==> src/rtl/lcd_bus_responder.sv <==
// HD44780-style LCD responder: samples the E/RS/RW/DB bus, decodes writes on each
// E falling edge, models busy timing and exposes the decoded display state.
module lcd_bus_responder #(
  parameter int unsigned POWER_ON_CYCLES = 4000,
  parameter int unsigned BUSY_SHORT      = 3,
  parameter int unsigned BUSY_CLEAR      = 152
) (
  input  logic       clk_1024,
  input  logic       reset_n,
  input  logic       E_lcd,
  input  logic       RS_lcd,
  input  logic       RW_lcd,
  input  logic [7:0] data_lcd_in,
  output logic [7:0] data_lcd_out,
  output logic       data_lcd_oe,
  output logic       ready,
  output logic       busy,
  output logic       violation,
  output logic       char_strobe,
  output logic [7:0] char_code,
  output logic [6:0] char_addr,
  output logic [6:0] ddram_addr,
  output logic       disp_on,
  output logic       cursor_on,
  output logic       blink_on,
  output logic       inc_mode,
  output logic       shift_mode,
  output logic       dl_8bit,
  output logic       two_line,
  output logic       font_5x10,
  output logic       cfg_valid
);

  localparam int unsigned PO_W     = $clog2(POWER_ON_CYCLES + 1);
  localparam int unsigned BUSY_MAX = (BUSY_CLEAR > BUSY_SHORT) ? BUSY_CLEAR : BUSY_SHORT;
  localparam int unsigned BUSY_W   = $clog2(BUSY_MAX + 1);
  localparam logic [PO_W-1:0]   PO_LAST      = PO_W'(POWER_ON_CYCLES - 1);
  localparam logic [BUSY_W-1:0] BUSY_SHORT_V = BUSY_W'(BUSY_SHORT);
  localparam logic [BUSY_W-1:0] BUSY_CLEAR_V = BUSY_W'(BUSY_CLEAR);

  typedef enum logic {
    PH_POWER_ON = 1'b0,
    PH_READY    = 1'b1
  } phase_t;

  phase_t            phase_q, phase_d;
  logic [PO_W-1:0]   po_cnt_q, po_cnt_d;
  logic [BUSY_W-1:0] busy_cnt_q, busy_cnt_d;
  logic              e_q, rs_q, rw_q;
  logic [7:0]        d_q;
  logic [7:0]        data_lcd_out_q, data_lcd_out_d;
  logic              violation_q, violation_d;
  logic              char_strobe_q, char_strobe_d;
  logic [7:0]        char_code_q, char_code_d;
  logic [6:0]        char_addr_q, char_addr_d;
  logic [6:0]        ddram_addr_q, ddram_addr_d;
  logic              disp_on_q, disp_on_d, cursor_on_q, cursor_on_d, blink_on_q, blink_on_d;
  logic              inc_mode_q, inc_mode_d, shift_mode_q, shift_mode_d;
  logic              dl_8bit_q, dl_8bit_d, two_line_q, two_line_d, font_5x10_q, font_5x10_d;
  logic              seen_fs_q, seen_fs_d, seen_clr_q, seen_clr_d, seen_em_q, seen_em_d;

  logic busy_flag, fall, write_acc;

  // Line 1 occupies 0x00-0x27 and line 2 0x40-0x67 in two-line mode; one line is 0x00-0x4F.
  function automatic logic [6:0] step_addr(input logic [6:0] a, input logic up, input logic two);
    logic [6:0] r;
    if (up) begin
      if (two && a == 7'h27)       r = 7'h40;
      else if (two && a == 7'h67)  r = 7'h00;
      else if (!two && a == 7'h4F) r = 7'h00;
      else                         r = a + 7'd1;
    end else begin
      if (two && a == 7'h40)       r = 7'h27;
      else if (two && a == 7'h00)  r = 7'h67;
      else if (!two && a == 7'h00) r = 7'h4F;
      else                         r = a - 7'd1;
    end
    return r;
  endfunction

  assign busy_flag = (busy_cnt_q != '0);
  assign fall      = e_q & ~E_lcd;
  assign write_acc = fall & ~rw_q & (phase_q == PH_READY) & ~busy_flag;

  always_comb begin
    phase_d        = phase_q;
    po_cnt_d       = po_cnt_q;
    busy_cnt_d     = busy_flag ? busy_cnt_q - BUSY_W'(1) : '0;
    violation_d    = 1'b0;
    char_strobe_d  = 1'b0;
    char_code_d    = char_code_q;
    char_addr_d    = char_addr_q;
    ddram_addr_d   = ddram_addr_q;
    disp_on_d      = disp_on_q;
    cursor_on_d    = cursor_on_q;
    blink_on_d     = blink_on_q;
    inc_mode_d     = inc_mode_q;
    shift_mode_d   = shift_mode_q;
    dl_8bit_d      = dl_8bit_q;
    two_line_d     = two_line_q;
    font_5x10_d    = font_5x10_q;
    seen_fs_d      = seen_fs_q;
    seen_clr_d     = seen_clr_q;
    seen_em_d      = seen_em_q;
    data_lcd_out_d = '0;

    if (phase_q == PH_POWER_ON) begin
      po_cnt_d = po_cnt_q + PO_W'(1);
      if (po_cnt_q == PO_LAST) phase_d = PH_READY;
    end

    if (fall && !rw_q && !write_acc) violation_d = 1'b1;

    if (write_acc) begin
      if (rs_q) begin
        char_strobe_d = 1'b1;
        char_code_d   = d_q;
        char_addr_d   = ddram_addr_q;
        ddram_addr_d  = step_addr(ddram_addr_q, inc_mode_q, two_line_q);
        busy_cnt_d    = BUSY_SHORT_V;
      end else begin
        casez (d_q)
          8'b1???????: begin
            ddram_addr_d = d_q[6:0];
            busy_cnt_d   = BUSY_SHORT_V;
          end
          8'b01??????: busy_cnt_d = BUSY_SHORT_V;
          8'b001?????: begin
            dl_8bit_d   = d_q[4];
            two_line_d  = d_q[3];
            font_5x10_d = d_q[2];
            seen_fs_d   = 1'b1;
            busy_cnt_d  = BUSY_SHORT_V;
          end
          8'b0001????: begin
            if (!d_q[3]) ddram_addr_d = step_addr(ddram_addr_q, d_q[2], two_line_q);
            busy_cnt_d = BUSY_SHORT_V;
          end
          8'b00001???: begin
            disp_on_d   = d_q[2];
            cursor_on_d = d_q[1];
            blink_on_d  = d_q[0];
            busy_cnt_d  = BUSY_SHORT_V;
          end
          8'b000001??: begin
            inc_mode_d   = d_q[1];
            shift_mode_d = d_q[0];
            seen_em_d    = 1'b1;
            busy_cnt_d   = BUSY_SHORT_V;
          end
          8'b0000001?: begin
            ddram_addr_d = '0;
            busy_cnt_d   = BUSY_CLEAR_V;
          end
          8'b00000001: begin
            ddram_addr_d = '0;
            inc_mode_d   = 1'b1;
            seen_clr_d   = 1'b1;
            busy_cnt_d   = BUSY_CLEAR_V;
          end
          default: ;
        endcase
      end
    end

    // Read data tracks the live bus so it lines up with data_lcd_oe from the sampled strobe.
    if (E_lcd && RW_lcd) data_lcd_out_d = RS_lcd ? char_code_q : {busy_flag, ddram_addr_q};
  end

  always_ff @(posedge clk_1024 or negedge reset_n) begin
    if (!reset_n) begin
      phase_q        <= PH_POWER_ON;
      po_cnt_q       <= '0;
      busy_cnt_q     <= '0;
      e_q            <= 1'b0;
      rs_q           <= 1'b0;
      rw_q           <= 1'b0;
      d_q            <= '0;
      data_lcd_out_q <= '0;
      violation_q    <= 1'b0;
      char_strobe_q  <= 1'b0;
      char_code_q    <= '0;
      char_addr_q    <= '0;
      ddram_addr_q   <= '0;
      disp_on_q      <= 1'b0;
      cursor_on_q    <= 1'b0;
      blink_on_q     <= 1'b0;
      inc_mode_q     <= 1'b1;
      shift_mode_q   <= 1'b0;
      dl_8bit_q      <= 1'b1;
      two_line_q     <= 1'b0;
      font_5x10_q    <= 1'b0;
      seen_fs_q      <= 1'b0;
      seen_clr_q     <= 1'b0;
      seen_em_q      <= 1'b0;
    end else begin
      phase_q        <= phase_d;
      po_cnt_q       <= po_cnt_d;
      busy_cnt_q     <= busy_cnt_d;
      e_q            <= E_lcd;
      rs_q           <= RS_lcd;
      rw_q           <= RW_lcd;
      d_q            <= data_lcd_in;
      data_lcd_out_q <= data_lcd_out_d;
      violation_q    <= violation_d;
      char_strobe_q  <= char_strobe_d;
      char_code_q    <= char_code_d;
      char_addr_q    <= char_addr_d;
      ddram_addr_q   <= ddram_addr_d;
      disp_on_q      <= disp_on_d;
      cursor_on_q    <= cursor_on_d;
      blink_on_q     <= blink_on_d;
      inc_mode_q     <= inc_mode_d;
      shift_mode_q   <= shift_mode_d;
      dl_8bit_q      <= dl_8bit_d;
      two_line_q     <= two_line_d;
      font_5x10_q    <= font_5x10_d;
      seen_fs_q      <= seen_fs_d;
      seen_clr_q     <= seen_clr_d;
      seen_em_q      <= seen_em_d;
    end
  end

  assign data_lcd_out = data_lcd_out_q;
  assign data_lcd_oe  = e_q & rw_q;
  assign ready        = (phase_q == PH_READY);
  assign busy         = busy_flag;
  assign violation    = violation_q;
  assign char_strobe  = char_strobe_q;
  assign char_code    = char_code_q;
  assign char_addr    = char_addr_q;
  assign ddram_addr   = ddram_addr_q;
  assign disp_on      = disp_on_q;
  assign cursor_on    = cursor_on_q;
  assign blink_on     = blink_on_q;
  assign inc_mode     = inc_mode_q;
  assign shift_mode   = shift_mode_q;
  assign dl_8bit      = dl_8bit_q;
  assign two_line     = two_line_q;
  assign font_5x10    = font_5x10_q;
  assign cfg_valid    = seen_fs_q & seen_clr_q & seen_em_q;

endmodule

==> config.mk <==
export PLATFORM = sky130hd
export DESIGN_NAME = lcd_bus_responder
export DESIGN_NICKNAME = d
export VERILOG_FILES = /design/src/rtl/lcd_bus_responder.sv
export SDC_FILE = /design/constraint.sdc
export NUM_CORES = 1
export LEC_CHECK = 0
export CAP_MARGIN = 10
export CORE_ASPECT_RATIO = 1.25
export CORE_MARGIN = 4
export CORE_UTILIZATION = 55
export DETAILED_ROUTE_END_ITERATION = 8
export DONT_BUFFER_PORTS = 1
export MAX_ROUTING_LAYER = met4
export PLACE_DENSITY_LB_ADDON = 0.15
export SETUP_SLACK_MARGIN = 0.3
export SLEW_MARGIN = 10
export SYNTH_ARGS = -nofsm -noshare
export SYNTH_HDL_FRONTEND = slang
export SYNTH_SLANG_ARGS = --single-unit
==> constraint.sdc <==
create_clock -name clk_1024 -period 1.81 [get_ports clk_1024]
set_input_delay 0.362 -clock clk_1024 [delete_from_list [all_inputs] [get_ports clk_1024]]
set_output_delay 0.362 -clock clk_1024 [all_outputs]
set_load 0.1 [all_outputs]
-- Word-level counts from Yosys, hierarchy flattened
Index checks and enable logic that the tools add are counted.
- $add $sub $neg: 4
- eq/ne operators: 13
- mux-type cells: 23
- bitwise gates (word level): 11
- reductions and logical operators: 25
- operators by type and width (kind ; count):
    2-to-1 mux 7 bit ; 10
    2-to-1 mux 8 bit ; 5
    equality test 7 bit (second input constant) ; 3
    one-hot mux 7 bit (3 select lines) ; 1
    AND reduction 3 bit ; 6
    one-hot mux 8 bit (2 select lines) ; 1
    adder 12 x 1 -> 12 bit (second input constant) ; 1
    equality test 12 bit (second input constant) ; 1
    logical AND 1 bit ; 9
    equality test 8 x 1 -> 1 bit (second input constant) ; 1
    nonzero test 8 bit ; 1
    subtractor 8 x 1 -> 8 bit (second input constant) ; 1
    adder 7 x 1 -> 7 bit (second input constant) ; 1
    AND 1 bit ; 7
    equality test 7 x 1 -> 1 bit (second input constant) ; 1
    equality test 7 x 6 -> 1 bit (second input constant) ; 1
    zero test 7 bit ; 1
    subtractor 7 x 1 -> 7 bit (second input constant) ; 1
    equality test 6 x 1 -> 1 bit (second input constant) ; 1
    OR reduction 6 bit ; 1
    equality test 5 x 1 -> 1 bit (second input constant) ; 1
    2-to-1 mux 1 bit ; 5
    equality test 4 x 1 -> 1 bit (second input constant) ; 1
    inverter 1 bit ; 4
    9 further kinds ; 11
- register bits: 75
- bits of input ports: 13
- word-level logic and storage cells: 100

-- Depth between registers and ports, before layout
- word-level depth: 9
- mapped depth: 9
- gate-level depth less buffers: 8

-- Worst setup path after synthesis
No wires, ideal clock.
- path type: register -> register
- start: register ddram_addr_q[0], in the netlist ddram_addr[0]
- end: register ddram_addr_q[4], in the netlist ddram_addr[4]
- setup time: 125 ps
- arrival: 2480 ps
- data required time: 1685 ps
- path slack: -794 ps
- stages on the path, launching flop included: 9
- period minus slack after synthesis: 2604 ps
- cells stage by stage: dfrtp_1 inv_1 ha_1 nor3b_1 xor2_1 a31oi_1 o31a_1 o21ai_0 mux2_2
- cells in the longest elaborated chain, start to end: 9
- RTL lines (element ; RTL line ; text):
    start, declared ; 56 ; logic [6:0] ddram_addr_q, ddram_addr_d;
    start signal, assigned ; 209 ; ddram_addr_q <= ddram_addr_d;
    branches (longest 8 deep; another with subtractor 7 x 1 -> 7 bit) ; -- ;
    2-to-1 mux 7 bit * ; 115 ; if (rs_q) begin
Mark *: on every way between the ends. The select of a mux whose other input is x is not followed.
A chain may end at the register's enable or synchronous reset.

-- Worst setup path after layout
- start: register busy_cnt_q[0]
- end: register ddram_addr_q[0], in the netlist ddram_addr[0]
- cells in the longest elaborated chain, start to end: 4
- RTL lines (element ; RTL line ; text):
    start, declared ; 48 ; logic [BUSY_W-1:0] busy_cnt_q, busy_cnt_d;
    start signal, assigned ; 199 ; busy_cnt_q <= busy_cnt_d;
    nonzero test 8 bit ; 81 ; assign busy_flag = (busy_cnt_q != '0);
    inverter 1 bit ; 83 ; assign write_acc = fall & ~rw_q & (phase_q == PH_READY) & ~busy_flag;
    AND 1 bit ; 83 ;
    AND reduction 3 bit (no line) ; -- ;
No other way between the ends.

==> results.ini <==
[synth]
synthAdderAreaFrac_pct = 2.10
yosys_register_bits = 75
syn-num-nets = 355
syn_inst = 336
synth.distinct_cells = 60
synth-compound-area-share_pct = 13.6
async_flop_share_pct = 100
yosys.area_share.simple_pct = 17.9
ys_seq_area_share_pct = 52.5
synth-xor-area-share_pct = 4.40
syn-cell-area_um2 = 3580
ys.warnings.count = 0
synth.mux.area_fraction_pct = 6.29
synth_top_family_by_area = simple AND/OR/NAND/NOR gates
ys.flop_type = dfrtp_1
avgSynthCellArea_um2 = 10.7
synth-edff-count = 0

[drt]
wire_per_inst_um = 21.4
drt-vias-per-instance = 5.95
drt-pass1-iter-count = 4
routed-wl-met3_um = 762
wl_um = 11600
dr_wl_met2_um = 5880
routed.top_layer = met4
vias = 3214
drt-met1-wl_um = 4520
drc = 0
drtAntennaViolNets = 0
initialDrtViolationCount = 312

[layout]
layout_common_cells = buf_4 (84), dfrtp_1 (56), nor2_1 (27), buf_6 (21)
syn_to_final_growth_pct = 48.4
final_net_count = 469
final_util_pct = 85.1
nFillCells = 335
n_antenna_cell = 0
mostFrequentLayoutCell = buf_4
final_cells = 540
layout-drive-gt1-share_pct = 51.2

[grt]
grt_usage_pct = 27.9
grt_max_degree = 76
grt_pass1_wl_um = 16300
antenna_found_initial = 0
grt_overflow = 0
grt_pass1_vias = 3222

[critical_path]
cpMostUsedCell = buf_4
critPathMaxFanout = 5
reg2reg_depth = 11
endpoint = ddram_addr[0]
crit_arrival_ns = 2.54
path_cells = inv_2 > ha_4 > nor4b_4 > buf_4 > nand4_4 > a31oi_4 > buf_6 > o41ai_4 > buf_4 > a31oi_1 > a22oi_1
cpMaxStageDelayCell = dfrtp_1
r2r-start = busy_cnt_q[0]
path_class = flip-flop to flip-flop
crit_required_ns = 2.03
r2r-end = ddram_addr[0]
start_kind = flip-flop
slowest_delay_ns = 0.40
crit_start = busy_cnt_q[0]
worst_setup_path_end_kind = flip-flop
rrSetupSlack_ns = -0.51

[die]
chipWidth_um = 80.2
placementRows = 32
die_y_um = 98.2
start_util_pct = 57.3
coreArea_um2 = 6250
ios = 57
dieArea_um2 = 7870

[power]
swShare_pct = 22.3
cellPowerDensity_nw_per_um2 = 629
p_total_mw = 3.34
p_seq_share_pct = 51.0
p_comb_share_pct = 5.3
power.net_switching_mw = 0.744
peakVddDrop_v = 0.000601
p_leak_nw = 2.45
p_clk_share_pct = 43.7
power.internal_mw = 2.60

[timing]
timing.hold.ws_ns = -0.305
slew_viol_final = 0
grt_setup_unrepaired = yes
timing.final.crit_share_pct = 128
fmax_mhz = 432
layout_setup_ws_ns = -0.507
worst_pin_slew_ns = 0.544
layout_min_cycle_time_ns = 2.32
slew_headroom_pct = 63.7
setup_violations = 38
hold_viol_final = 75
fin_skew_ns = 0.0119

[cts]
clock-root-buffer = clkbuf_8
path_clk_slew_ns = 0.08
cts_tree = built
cts.sink_count = 75
cts_buffers = 9
clock_latency_ns = 0.35
cts_max_level = 3
cts_max_path_buffers = 2

[outcome]
status = complete, but fails checks
violations = hold timing, setup timing

[job]
maxCapViolations = 0

[min_path]
hp-class = primary input to async pin

[placed_design]
dp_cells = 502
place_congestion = 0.896
hpwlAfterDp_um = 6670
io_buffers = 0

-- kinds of logic (layout without fill, tap and decap cells) --
family          Yosys count  after routing
mux                      21             21
flops                    75             75
xor+xnor                 18             18
buf+inv                  27            146
fa+ha+maj                 6              6
simple gates            116            116
compound gates           73             73
-- worst max-delay path: cells and delay by family (launching register included) --
| kind | cells | cell delay [ns] |
|---|---|---|
| adder cells (fa/ha/maj) | 1 | 0.12 |
| AO/OA/AOI/OAI | 4 | 0.64 |
| AND/OR/NAND/NOR | 2 | 0.41 |
| flip-flops | 1 | 0.40 |
| buffers and inverters | 4 | 0.61 |
-- synth_stat cells (2+ instances only) --
library cell  instances  area, um2
a2111oi_0             2       17.5
a21o_2                2       17.5
a21oi_1              11       55.1
a221oi_1              2       17.5
a22oi_1               2       15.0
a31oi_1               5       31.3
and3_1                7       43.8
buf_2                 5       25.0
clkbuf_1              7       26.3
dfrtp_1              73       1830
dfstp_2               2       52.6
ha_1                  6       75.1
inv_1                13       48.8
mux2_2               12        135
mux2i_1               9       90.1
nand2_1              25       93.8
nand2b_1              3       18.8
nand3_1              14       70.1
nor2_1               30        113
nor2b_1               2       12.5
nor3_1               14       70.1
nor3b_1               3       22.5
nor4b_4               2       47.6
o21ai_0              28        140
o22ai_1               5       31.3
or3_1                 2       12.5
xnor2_1              13        114
xor2_1                5       43.8
-- worst min-delay path by stage --
stage,end,cells after the start
2_1_floorplan,blink_on,0
6_report,busy_cnt_q[4],0
3_3_place_gp,busy_cnt_q[4],0
4_1_cts,busy_cnt_q[4],0
5_1_grt,busy_cnt_q[3],0
3_5_place_dp,busy_cnt_q[4],0
-- per-layer routing --
metal | track usage (%) | vias up
met2 | 45.8 | 133
li1 | - | 1428
met1 | 32.8 | 1614
met4 | 10.3 | 0
met3 | 7.20 | 39
met5 | - | -
-- power by group through the flow --
stage,clock network (mW),logic [mW],registers (mW)
2_1_floorplan,0,0.0629,1.78
3_3_place_gp,0,0.158,1.74
3_5_place_dp,0,0.160,1.74
4_1_cts,1.47,0.167,1.70
5_1_grt,1.57,0.184,1.71
6_report,1.46,0.177,1.70
-- repair_timing --
action	CTS	global route
cloned	3	0
pin swaps	11	5
setup buffers	11	8
gates resized for setup	78	39
endpoints found under the hold margin	75	75
setup endpoints to repair	60	52
-- stage by stage --
step                TNS [ns]  worst slack (ns)  instance area [um2]
global placement       -1.52            -0.147                 4490
CTS                    -4.68            -0.288                 5100
detailed placement     -2.73            -0.269                 4490
floorplan              -1.62            -0.170                 3760
global route          -15.25            -0.612                 5310
finish                -11.17            -0.507                 5310
-- sequential cells by signal, summed over array words and instances, names as in the netlist, 7 cells and up --
register and cells:
busy_cnt_q 8, char_addr 7, char_code 8, d_q 8, data_lcd_out 8, ddram_addr 7
po_cnt_q 12
-- area by class of cell --
cell class	instances	area (um2)	area share [%]
Multi-Input combinational cell	234	1880	35.4
Clock inverter	4	72.6	1.37
Inverter	14	61.3	1.15
Sequential cell	75	1930	36.3
Tap cell	85	106	2.00
Timing Repair Buffer	116	1110	20.9
Clock buffer	12	155	2.92
No activity file was read; power rests on OpenSTA's default activity.
